`config.mk`:
```
export PLATFORM = sky130hd
export DESIGN_NAME = rst_event_sense
export DESIGN_NICKNAME = d
export VERILOG_FILES = /design/src/rtl/rst_event_sense_pkg.sv /design/src/rtl/rst_sense_sync.sv /design/src/rtl/rst_event_sense.sv
export SDC_FILE = /design/constraint.sdc
export NUM_CORES = 1
export LEC_CHECK = 0
export CAP_MARGIN = 20
export CORE_AREA = 2 2 39 41
export CTS_CLUSTER_DIAMETER = 120
export DETAILED_ROUTE_END_ITERATION = 8
export DIE_AREA = 0 0 41 43
export PLACE_DENSITY = 0.69
export SLEW_MARGIN = 20
export SYNTH_ARGS = -nofsm -noshare
export SYNTH_HDL_FRONTEND = slang
export SYNTH_SLANG_ARGS = --single-unit
```
`constraint.sdc`:
```
create_clock -name CLK -period 2.62 [get_ports CLK]
set_input_delay 0.524 -clock CLK [delete_from_list [all_inputs] [get_ports CLK]]
set_output_delay 0.524 -clock CLK [all_outputs]
set_load 0.02 [all_outputs]
```
`src/rtl/rst_event_sense_pkg.sv`:
```
// ----------------------------------------------------------------------------
// rst_event_sense_pkg
//   Shared types and helpers for the foreign-reset event monitor.
//   Rev 1.0 - initial release
// ----------------------------------------------------------------------------
`timescale 1ns/1ps
`default_nettype none

package rst_event_sense_pkg;

  // Monitor FSM states
  typedef enum logic [1:0] {
    ST_BOOT     = 2'd0,
    ST_IDLE     = 2'd1,
    ST_ASSERTED = 2'd2
  } state_e;

  // Bits needed to hold the saturating width counter value MIN_ASSERT
  function automatic int width_bits(input int min_assert);
    return $clog2(min_assert + 1);
  endfunction

endpackage

`default_nettype wire

```
`src/rtl/rst_sense_sync.sv`:
```
// ----------------------------------------------------------------------------
// rst_sense_sync
//   Reset synchroniser for a foreign active-low reset. The chain is cleared
//   asynchronously by either the local or the foreign reset, so assertion is
//   seen immediately and deassertion is released through SYNC_STAGES flops.
//   Rev 1.0 - initial release
// ----------------------------------------------------------------------------
`timescale 1ns/1ps
`default_nettype none

module rst_sense_sync #(
  parameter int SYNC_STAGES = 2
) (
  input  logic CLK,
  input  logic RST,
  input  logic IN_RST,
  output logic SYNC_O
);

  logic                   w_clr_n;
  logic [SYNC_STAGES-1:0] chain_q;

  assign w_clr_n = RST & IN_RST;

  // Shift ones in once both resets are released; clear asynchronously otherwise
  always_ff @(posedge CLK or negedge w_clr_n) begin
    if (!w_clr_n) begin
      chain_q <= '0;
    end else begin
      chain_q <= {chain_q[SYNC_STAGES-2:0], 1'b1};
    end
  end

  assign SYNC_O = chain_q[SYNC_STAGES-1];

endmodule

`default_nettype wire

```
`src/rtl/rst_event_sense.sv`:
```
// ----------------------------------------------------------------------------
// rst_event_sense
//   Destination-side monitor for a foreign asynchronous reset: synchronises
//   IN_RST, measures each assertion width, posts completed assertions as
//   valid/ready events, flags short assertions and event overruns.
//   Optional macro: RST_EVENT_COUNT_EN builds the EVT_COUNT register;
//   without it EVT_COUNT is tied to zero.
//   Rev 1.0 - initial release
// ----------------------------------------------------------------------------
`timescale 1ns/1ps
`default_nettype none

module rst_event_sense
  import rst_event_sense_pkg::*;
#(
  parameter int SYNC_STAGES = 2,
  parameter int MIN_ASSERT  = 4,
  parameter int CNT_WIDTH   = 8
) (
  input  logic                 CLK,
  input  logic                 RST,
  input  logic                 IN_RST,
  output logic                 IN_RESET,
  output logic                 EVT_VALID,
  input  logic                 EVT_READY,
  output logic [CNT_WIDTH-1:0] EVT_COUNT,
  output logic                 EVT_SHORT,
  output logic                 OVERRUN,
  input  logic                 CLR_STICKY
);

  localparam int              WW    = width_bits(MIN_ASSERT);
  localparam logic [WW-1:0]   MIN_W = WW'(MIN_ASSERT);

  logic          w_sync;
  logic          w_done;
  logic          w_evt;
  logic          w_short;

  state_e        state_q;
  logic [WW-1:0] width_q;

  logic          evt_valid_q, evt_valid_d;
  logic          short_q,     short_d;
  logic          overrun_q,   overrun_d;

  rst_sense_sync #(
    .SYNC_STAGES (SYNC_STAGES)
  ) u_sync (
    .CLK    (CLK),
    .RST    (RST),
    .IN_RST (IN_RST),
    .SYNC_O (w_sync)
  );

  // Assertion is reported as soon as the chain is cleared
  assign IN_RESET = ~w_sync;

  // An assertion completes when the FSM sees sync return high
  assign w_done  = (state_q == ST_ASSERTED) && w_sync;
  assign w_evt   = w_done && (width_q >= MIN_W);
  assign w_short = w_done && (width_q <  MIN_W);

  // Monitor FSM with saturating assertion-width counter
  always_ff @(posedge CLK or negedge RST) begin
    if (!RST) begin
      state_q <= ST_BOOT;
      width_q <= '0;
    end else begin
      case (state_q)
        ST_BOOT: begin
          if (w_sync) state_q <= ST_IDLE;
        end
        ST_IDLE: begin
          if (!w_sync) begin
            state_q <= ST_ASSERTED;
            width_q <= WW'(1);
          end
        end
        ST_ASSERTED: begin
          if (w_sync) begin
            state_q <= ST_IDLE;
          end else if (width_q < MIN_W) begin
            width_q <= width_q + WW'(1);
          end
        end
        default: state_q <= ST_BOOT;
      endcase
    end
  end

  // Next-state for the event handshake and sticky flags; a set beats a clear
  always_comb begin
    evt_valid_d = evt_valid_q;
    if (w_evt) begin
      evt_valid_d = 1'b1;
    end else if (evt_valid_q && EVT_READY) begin
      evt_valid_d = 1'b0;
    end

    short_d = short_q;
    if (w_short) begin
      short_d = 1'b1;
    end else if (CLR_STICKY) begin
      short_d = 1'b0;
    end

    overrun_d = overrun_q;
    if (w_evt && evt_valid_q && !EVT_READY) begin
      overrun_d = 1'b1;
    end else if (CLR_STICKY) begin
      overrun_d = 1'b0;
    end
  end

  // Event and sticky flag registers
  always_ff @(posedge CLK or negedge RST) begin
    if (!RST) begin
      evt_valid_q <= 1'b0;
      short_q     <= 1'b0;
      overrun_q   <= 1'b0;
    end else begin
      evt_valid_q <= evt_valid_d;
      short_q     <= short_d;
      overrun_q   <= overrun_d;
    end
  end

  assign EVT_VALID = evt_valid_q;
  assign EVT_SHORT = short_q;
  assign OVERRUN   = overrun_q;

`ifdef RST_EVENT_COUNT_EN
  logic [CNT_WIDTH-1:0] count_q;

  // Wrapping count of valid events
  always_ff @(posedge CLK or negedge RST) begin
    if (!RST) begin
      count_q <= '0;
    end else if (w_evt) begin
      count_q <= count_q + CNT_WIDTH'(1);
    end
  end

  assign EVT_COUNT = count_q;
`else
  assign EVT_COUNT = '0;
`endif

endmodule

`default_nettype wire

```
---- Word-level counts from Yosys, hierarchy flattened ----
Index checks and enable logic that the tools add are counted.
storage, ports and cells
  flip-flop bits (word level) ............. 10
  bits in latches ......................... 0
  memory bits (writable) .................. 0
  memory bits (read-only) ................. 0
  memories ................................ 0
operators by class
  add/sub/neg operators ................... 1
  $mul .................................... 0
  divide/modulo/power cells ............... 0
  magnitude comparators ................... 2
  equality and inequality tests ........... 6
  shift-type cells ........................ 0
  multiplexer cells ....................... 12
  bitwise operators ....................... 2
  reduce and logical (&&, ||, !) cells .... 15
operators by type and width
  kind                   count
  $mux W3                3
  $reduce_bool A2 Y1     4
  $logic_and A1 B1 Y1    6
  $pmux W3 S2            1
  $mux W1                5
  $mux W2                2
  $ne A2 B1 Y1 const B   2
  $ne A2 B2 Y1 const B   2
  $pmux W2 S2            1
  $reduce_and A4 Y1      1
  $add A3 B1 Y3 const B  1
  $ge A3 B3 Y1 const B   1
  $lt A3 B3 Y1 const B   1
  $eq A2 B1 Y1 const B   1
  $eq A2 B2 Y1 const B   1
  $logic_not A2 Y1       1
  $reduce_and A2 Y1      1
  $reduce_or A2 Y1       1
  $and A1 B1 Y1          1
  $logic_not A1 Y1       1
  $not A1 Y1             1

---- Depth between registers and ports, before layout ----
Gate-level depths: netlist of run 1.
  depth after elaboration ................. 6
  depth in mapped cells ................... 4
  mapped depth without buffers ............ 4

---- By module ----
Synthesis of run 1 repeated with hierarchy kept, for this count alone.
unflattened totals
  cells, all modules ...................... 47
  area total of the unflattened synthesis .. 508.0 sq um
modules (own cells, without submodules)
  module           instances  cells an instance  area each (sq um)  seq. area each (sq um)
  rst_event_sense  1          43                 447.9              200.2
  rst_sense_sync   1          4                  60.1               50.0

---- Worst setup path after synthesis of run 1 ----
OpenSTA, ideal clock, no wires.
  path kind ............................... register to output
  start ................................... reg u_sync.chain_q[1]
  end ..................................... out IN_RESET
  arrival time ............................ 563 ps
  data required time ...................... 2096 ps
  setup slack ............................. 1533 ps
  stages on the path, launching flop included .. 2
  path buffers ............................ 0
  path through ............................ dfrtp_1 > inv_2
on the way
  word-level cells in the longest chain between the ends .. 1
RTL lines
  item                    RTL line               text
  from (decl)             rst_sense_sync.sv:21   logic [SYNC_STAGES-1:0] chain_q;
  from (signal assigned)  rst_sense_sync.sv:30   chain_q <= {chain_q[SYNC_STAGES-2:0], 1'b1};
  $not A1 Y1              rst_event_sense.sv:57  assign IN_RESET = ~w_sync;
  to (decl)               rst_event_sense.sv:23  output logic IN_RESET,
Every way passes these cells.

---- Worst setup path after layout of run 1 ----
Ends and elaborated chain as after synthesis.

==> flow_summary.ini, run 1 <==
[drt]
top_layer_used = met4
wire_per_inst_microns = 10.1
wl_met3_microns = 54
wl_met2_microns = 315
via_per_inst = 4.43
first_pass_iters = 4
drtIter0Drc = 6
drt-met1-wl_microns = 372
postRouteAntennaNets = 0
drc = 0
wl_microns = 765
via_count = 337

[place]
io_buffers = 8
gp_congestion = 0.774
dp_cells = 72
place_hpwl_microns = 538
place_area_sq_um = 559
place_ws_ns = 0.954

[critical_path]
cp.arrival_ns = 1.43
crit_chain = inv_2 -> clkdlybuf4s50_1
slowest_delay_ns = 0.60
startpoint_type = flop
criticalPathCategory = reg2out
crit_required_ns = 2.10
cp-end-kind = output port
worst_path_max_delay_cell = clkdlybuf4s50_1
crit_fanout = 8

[die]
rows = 14
dieHeight_microns = 43
ios = 17
start_util = 0.368
die-width_microns = 41
dieArea_sq_um = 1760
core_sq_um = 1380

[flow_run]
max_cap_viol_count = 0

[power_and_ir_drop]
power_mw = 0.452
power_density_nw_per_um2 = 759
vdd_drop_max_uv = 368
p_leak_nw = 0.275

[yosys]
netlist.area_leader.share = 0.491
synthCells = 51
synth_most_common_cell = dfrtp_1
synthFlopType = dfrtp_1
yosysWarnings = 0
ys_types = 24
ys_seq_area_frac = 0.491
synth_edf_count = 0
synth_commonest_cells = dfrtp_1, buf_4
ys_seq_elements = 10
synth.avg_cell_area_sq_um = 9.99
netlist_area_sq_um = 509
async_flop_share = 1.00
yosysTopAreaCell = dfrtp_1
synth_area_leaders = dfrtp_1, buf_4, a21oi_1

[global_routing]
antenna_found_initial = 0
grt-ovfl-total = 0
grt_pass1_wl_microns = 1330
grt_pass1_vias = 320
grt_use_total = 0.115
grt_max_degree = 10

[sta]
hold_viol_final = 0
min_period_over_period = 0.746
setup_ws_ns = 0.664
finalSetupTns_ns = 0
finalSetupViolations = 0
slew_viol_final = 0
min_period_ns = 1.96
fmax_mhz = 511
rsz0062_at_grt = false
worst_clock_skew_ns = 0.00598
hold_ws_ns = 0.357

[clock_network]
insertion_delay_ns = 0.27
cts_buffer_depth = 2
tritoncts = built
cts_hold_buf = 0
post_cts_resized = 0
cts_buffers = 3
post_cts_buffers = 0
clk_pin_slew_ns = 0.06
clockRootBuffer = clkbuf_4
clock-sinks = 10
htreeDepth = 1

[cells_and_area]
final_cells = 76
utilization = 0.430
fin_area_sq_um = 596
areaGrowthSynthToFinish_pct = 17.0
drive_above_1_share = 0.117
fin_nets = 67
diodes = 0

[min_path]
hp-class = reg2reg

[outcome]
outcome = complete, no violations
-- worst max-delay path, delay by kind of cell, from the launching register on --
kind	cells	cell delay, ns
buffers and inverters	2	0.70
DFF	1	0.47
-- routing by layer --
| layer | global-route usage | up-vias |
|---|---|---|
| li1 | - | 168 |
| met1 | 0.162 | 151 |
| met2 | 0.134 | 15 |
| met3 | 0.0366 | 3 |
| met4 | 0.100 | 0 |
| met5 | 0 | - |
-- where the power goes --
| part | internal (mW) | switching [mW] | total (mW) |
|---|---|---|---|
| logic | 0.0511 | 0.0467 | 0.0978 |
| clock network | 0.0844 | 0.0548 | 0.139 |
| registers | 0.182 | 0.0329 | 0.215 |
-- cell type report --
type / count / area (sq um)
Fill cell: 140 / 788
Sequential cell: 10 / 250
Multi-Input combinational cell: 34 / 194
Timing Repair Buffer: 8 / 80.1
Clock buffer: 4 / 36.3
Tap cell: 16 / 20.0
Inverter: 4 / 15.0
-- path summary, 6_finish.rpt --
| check | from | endpoint | slack, ns | cells after the start |
|---|---|---|---|---|
| worst max-delay path | u_sync.chain_q[1] | IN_RESET | 0.66 | 2 |
| worst min-delay path | u_sync.chain_q[0] | u_sync.chain_q[1] | 0.36 | 0 |
| worst max register to register | state_q[1] | width_q[0] | 1.52 | 3 |
| worst min register to register | u_sync.chain_q[0] | u_sync.chain_q[1] | 0.36 | 0 |
| max in group asynchronous | RST | u_sync.chain_q[1] | 1.65 | 2 |
| min in group asynchronous | IN_RST | u_sync.chain_q[0] | 0.51 | 2 |
-- registers in the layout, summed over array words and instances (netlist names) --
register        cells
EVT_SHORT           1
width_q             3
EVT_VALID           1
OVERRUN             1
state_q             2
u_sync.chain_q      2
-- placed cells by master (no fill, tap or decap), drive strengths merged, types with 3 or more instances in the layout --
cell           count
nor2               3
a21oi              3
clkbuf             4
clkdlybuf4s50      8
inv                4
conb               9
o21ai              4
dfrtp             10
-- cells by family after synthesis --
group                    count (synthesis)  share of synthesized area
adder cells (fa/ha/maj)                  1                     0.0246
flip-flops                              10                      0.491
other                                    2                     0.0147
buffers and inverters                   14                      0.179
AO/OA/AOI/OAI                           11                      0.130
AND/OR/NAND/NOR                         12                      0.143
XOR/XNOR                                 1                     0.0172
No activity file was read; power rests on OpenSTA's default activity.
==> run 2, diff against run 1 <==
==> constraint.sdc (replaced) <==
create_clock -name CLK -period 2 [get_ports CLK]
set_input_delay 0.4 -clock CLK [delete_from_list [all_inputs] [get_ports CLK]]
set_output_delay 0.4 -clock CLK [all_outputs]
set_load 0.02 [all_outputs]
==> results of run 2 <==
Same layout as run 1 (identical final DEF). Status: complete, no violations.
Among the figures that moved: setup slack after placement 0.954 ns -> 0.458 ns; setup slack after layout 0.664 ns -> 0.168 ns; register-to-register setup slack 1.52 ns -> 0.90 ns; total power 0.452 mW -> 0.592 mW; worst IR drop on VDD 368 uV -> 481 uV
==> run 3, diff against run 2 <==
--- a/config.mk
+++ b/config.mk
@@ -10,7 +10,7 @@
 export CTS_CLUSTER_DIAMETER = 120
 export DETAILED_ROUTE_END_ITERATION = 8
 export DIE_AREA = 0 0 41 43
-export PLACE_DENSITY = 0.69
+export DONT_BUFFER_PORTS = 1
 export SLEW_MARGIN = 20
 export SYNTH_ARGS = -nofsm -noshare
 export SYNTH_HDL_FRONTEND = slang
==> run 3 against run 2 <==
  * Core utilization decreased by 4.3 points
  * Clock power about the same
  * First-iteration DRC count unchanged
  * Register-to-register slack got worse by 0.02 ns
  * Maximum frequency increased by 40%
  * Worst setup slack improved by 0.53 ns
  * Flip-flop and latch count unchanged
  * Power decreased by 2.8%
  * Largest cell class unchanged
==> flow_summary.ini, run 3 (synthesized netlist as in run 1, its figures left out) <==
[outcome]
outcome = complete, no violations

[place]
place_hpwl_microns = 563
gp_congestion = 0.741
io_buffers = 0

[clock_network]
cts_buffer_depth = 2
cts_buffers = 3
htreeDepth = 1
post_cts_resized = 0
insertion_delay_ns = 0.26
post_cts_buffers = 0
clock-sinks = 10
tritoncts = built
clk_pin_slew_ns = 0.07
clockRootBuffer = clkbuf_4

[cells_and_area]
drive_above_1_share = 0.130
reg_top3 = width_q (3), state_q (2), u_sync.chain_q (2)
fin_nets = 61
regArea_sq_um = 250
regMostFlops = width_q
final_common_cell = dfrtp_1
multi_input_area_sq_um = 194
fillCellCount = 138
utilization = 0.387
areaGrowthSynthToFinish_pct = 5.16
diodes = 0
largest_reg_flops = 3
final_cell_mix = dfrtp_1, conb_1

[min_path]
hold_path_depth = 1
hp-class = in2reg

[sta]
slew_viol_final = 0
worst_clock_skew_ns = 0.00303
finalSetupTns_ns = 0
fmax_mhz = 766
min_period_over_period = 0.653
min_period_ns = 1.31
rsz0062_at_grt = false
finalSetupViolations = 0
hold_viol_final = 0

[power_and_ir_drop]
vdd_drop_max_uv = 523
p_leak_nw = 0.253
power_density_nw_per_um2 = 1080

[die]
start_util = 0.368
ios = 17
rows = 14
core_sq_um = 1380
dieHeight_microns = 43
dieArea_sq_um = 1760
die-width_microns = 41

[critical_path]
cp_num_buf_inv = 1
crit_required_ns = 1.60
cp.arrival_ns = 0.91
criticalPathCategory = reg2out
startpoint_type = flop
r2r_cells = 3
cp_top_family = flip-flops
cp-end-kind = output port
crit_chain = inv_2
worst_path_max_delay_cell = dfrtp_1
crit_fanout = 8
cp.depth = 1
slowest_delay_ns = 0.48

[global_routing]
grt_pass1_vias = 294
grt_use_total = 0.105
grt-ovfl-total = 0
grt_max_degree = 10
antenna_found_initial = 0
grt_pass1_wl_microns = 1210

[drt]
wire_per_inst_microns = 10.7
postRouteAntennaNets = 0
wl_microns = 746
drc = 0
via_count = 313
drtIter0Drc = 6
first_pass_iters = 2
via_per_inst = 4.47

[flow_run]
max_cap_viol_count = 0
run 3: routing by layer:
metal	routed length [microns]	global-route usage	part of all wire
met1	346	0.145	0.46
met2	339	0.138	0.45
met3	42	0.0209	0.056
met4	17	0.0800	0.023
met5	0	0	0
run 3: final timing paths:
path                                   start           endpoint  slack [ns]
max                        u_sync.chain_q[1]           IN_RESET        0.69
min                               CLR_STICKY          EVT_SHORT        0.22
max reg2reg                       state_q[1]         width_q[0]        0.88
min reg2reg                u_sync.chain_q[0]  u_sync.chain_q[1]        0.35
max in group asynchronous                RST  u_sync.chain_q[1]        1.08
min in group asynchronous             IN_RST  u_sync.chain_q[0]        0.47
run 3: per-stage QoR:
step                hold slack, ns  setup WS, ns  cell area [sq um]  instances  power [mW]
finish                       0.223         0.694                536         70       0.576
global route                 0.216         0.664                536         70       0.611
CTS                          0.210         0.694                536         70       0.586
detailed placement           0.105         0.891                479         64       0.396
global placement             0.105         0.916                479         64       0.394
floorplan                    0.104          1.00                536         58       0.391
run 3: power breakdown:
group	internal, mW	switching, mW
Combinational	0.0534	0.0535
Sequential	0.239	0.0500
Clock	0.111	0.0693
run 3: cell type report:
| cell class | count | share of cell area |
|---|---|---|
| clock buffers | 4 | 0.0678 |
| inverters | 4 | 0.0280 |
| multi-input cells | 34 | 0.362 |
| flip-flops and latches | 10 | 0.467 |
| well taps | 16 | 0.0374 |
| repair buffers | 2 | 0.0374 |
run 3: what timing repair did:
action                                  CTS  global route
hold buffers                              2             0
endpoints found under the setup margin    0             0
endpoints found under the hold margin    10             0
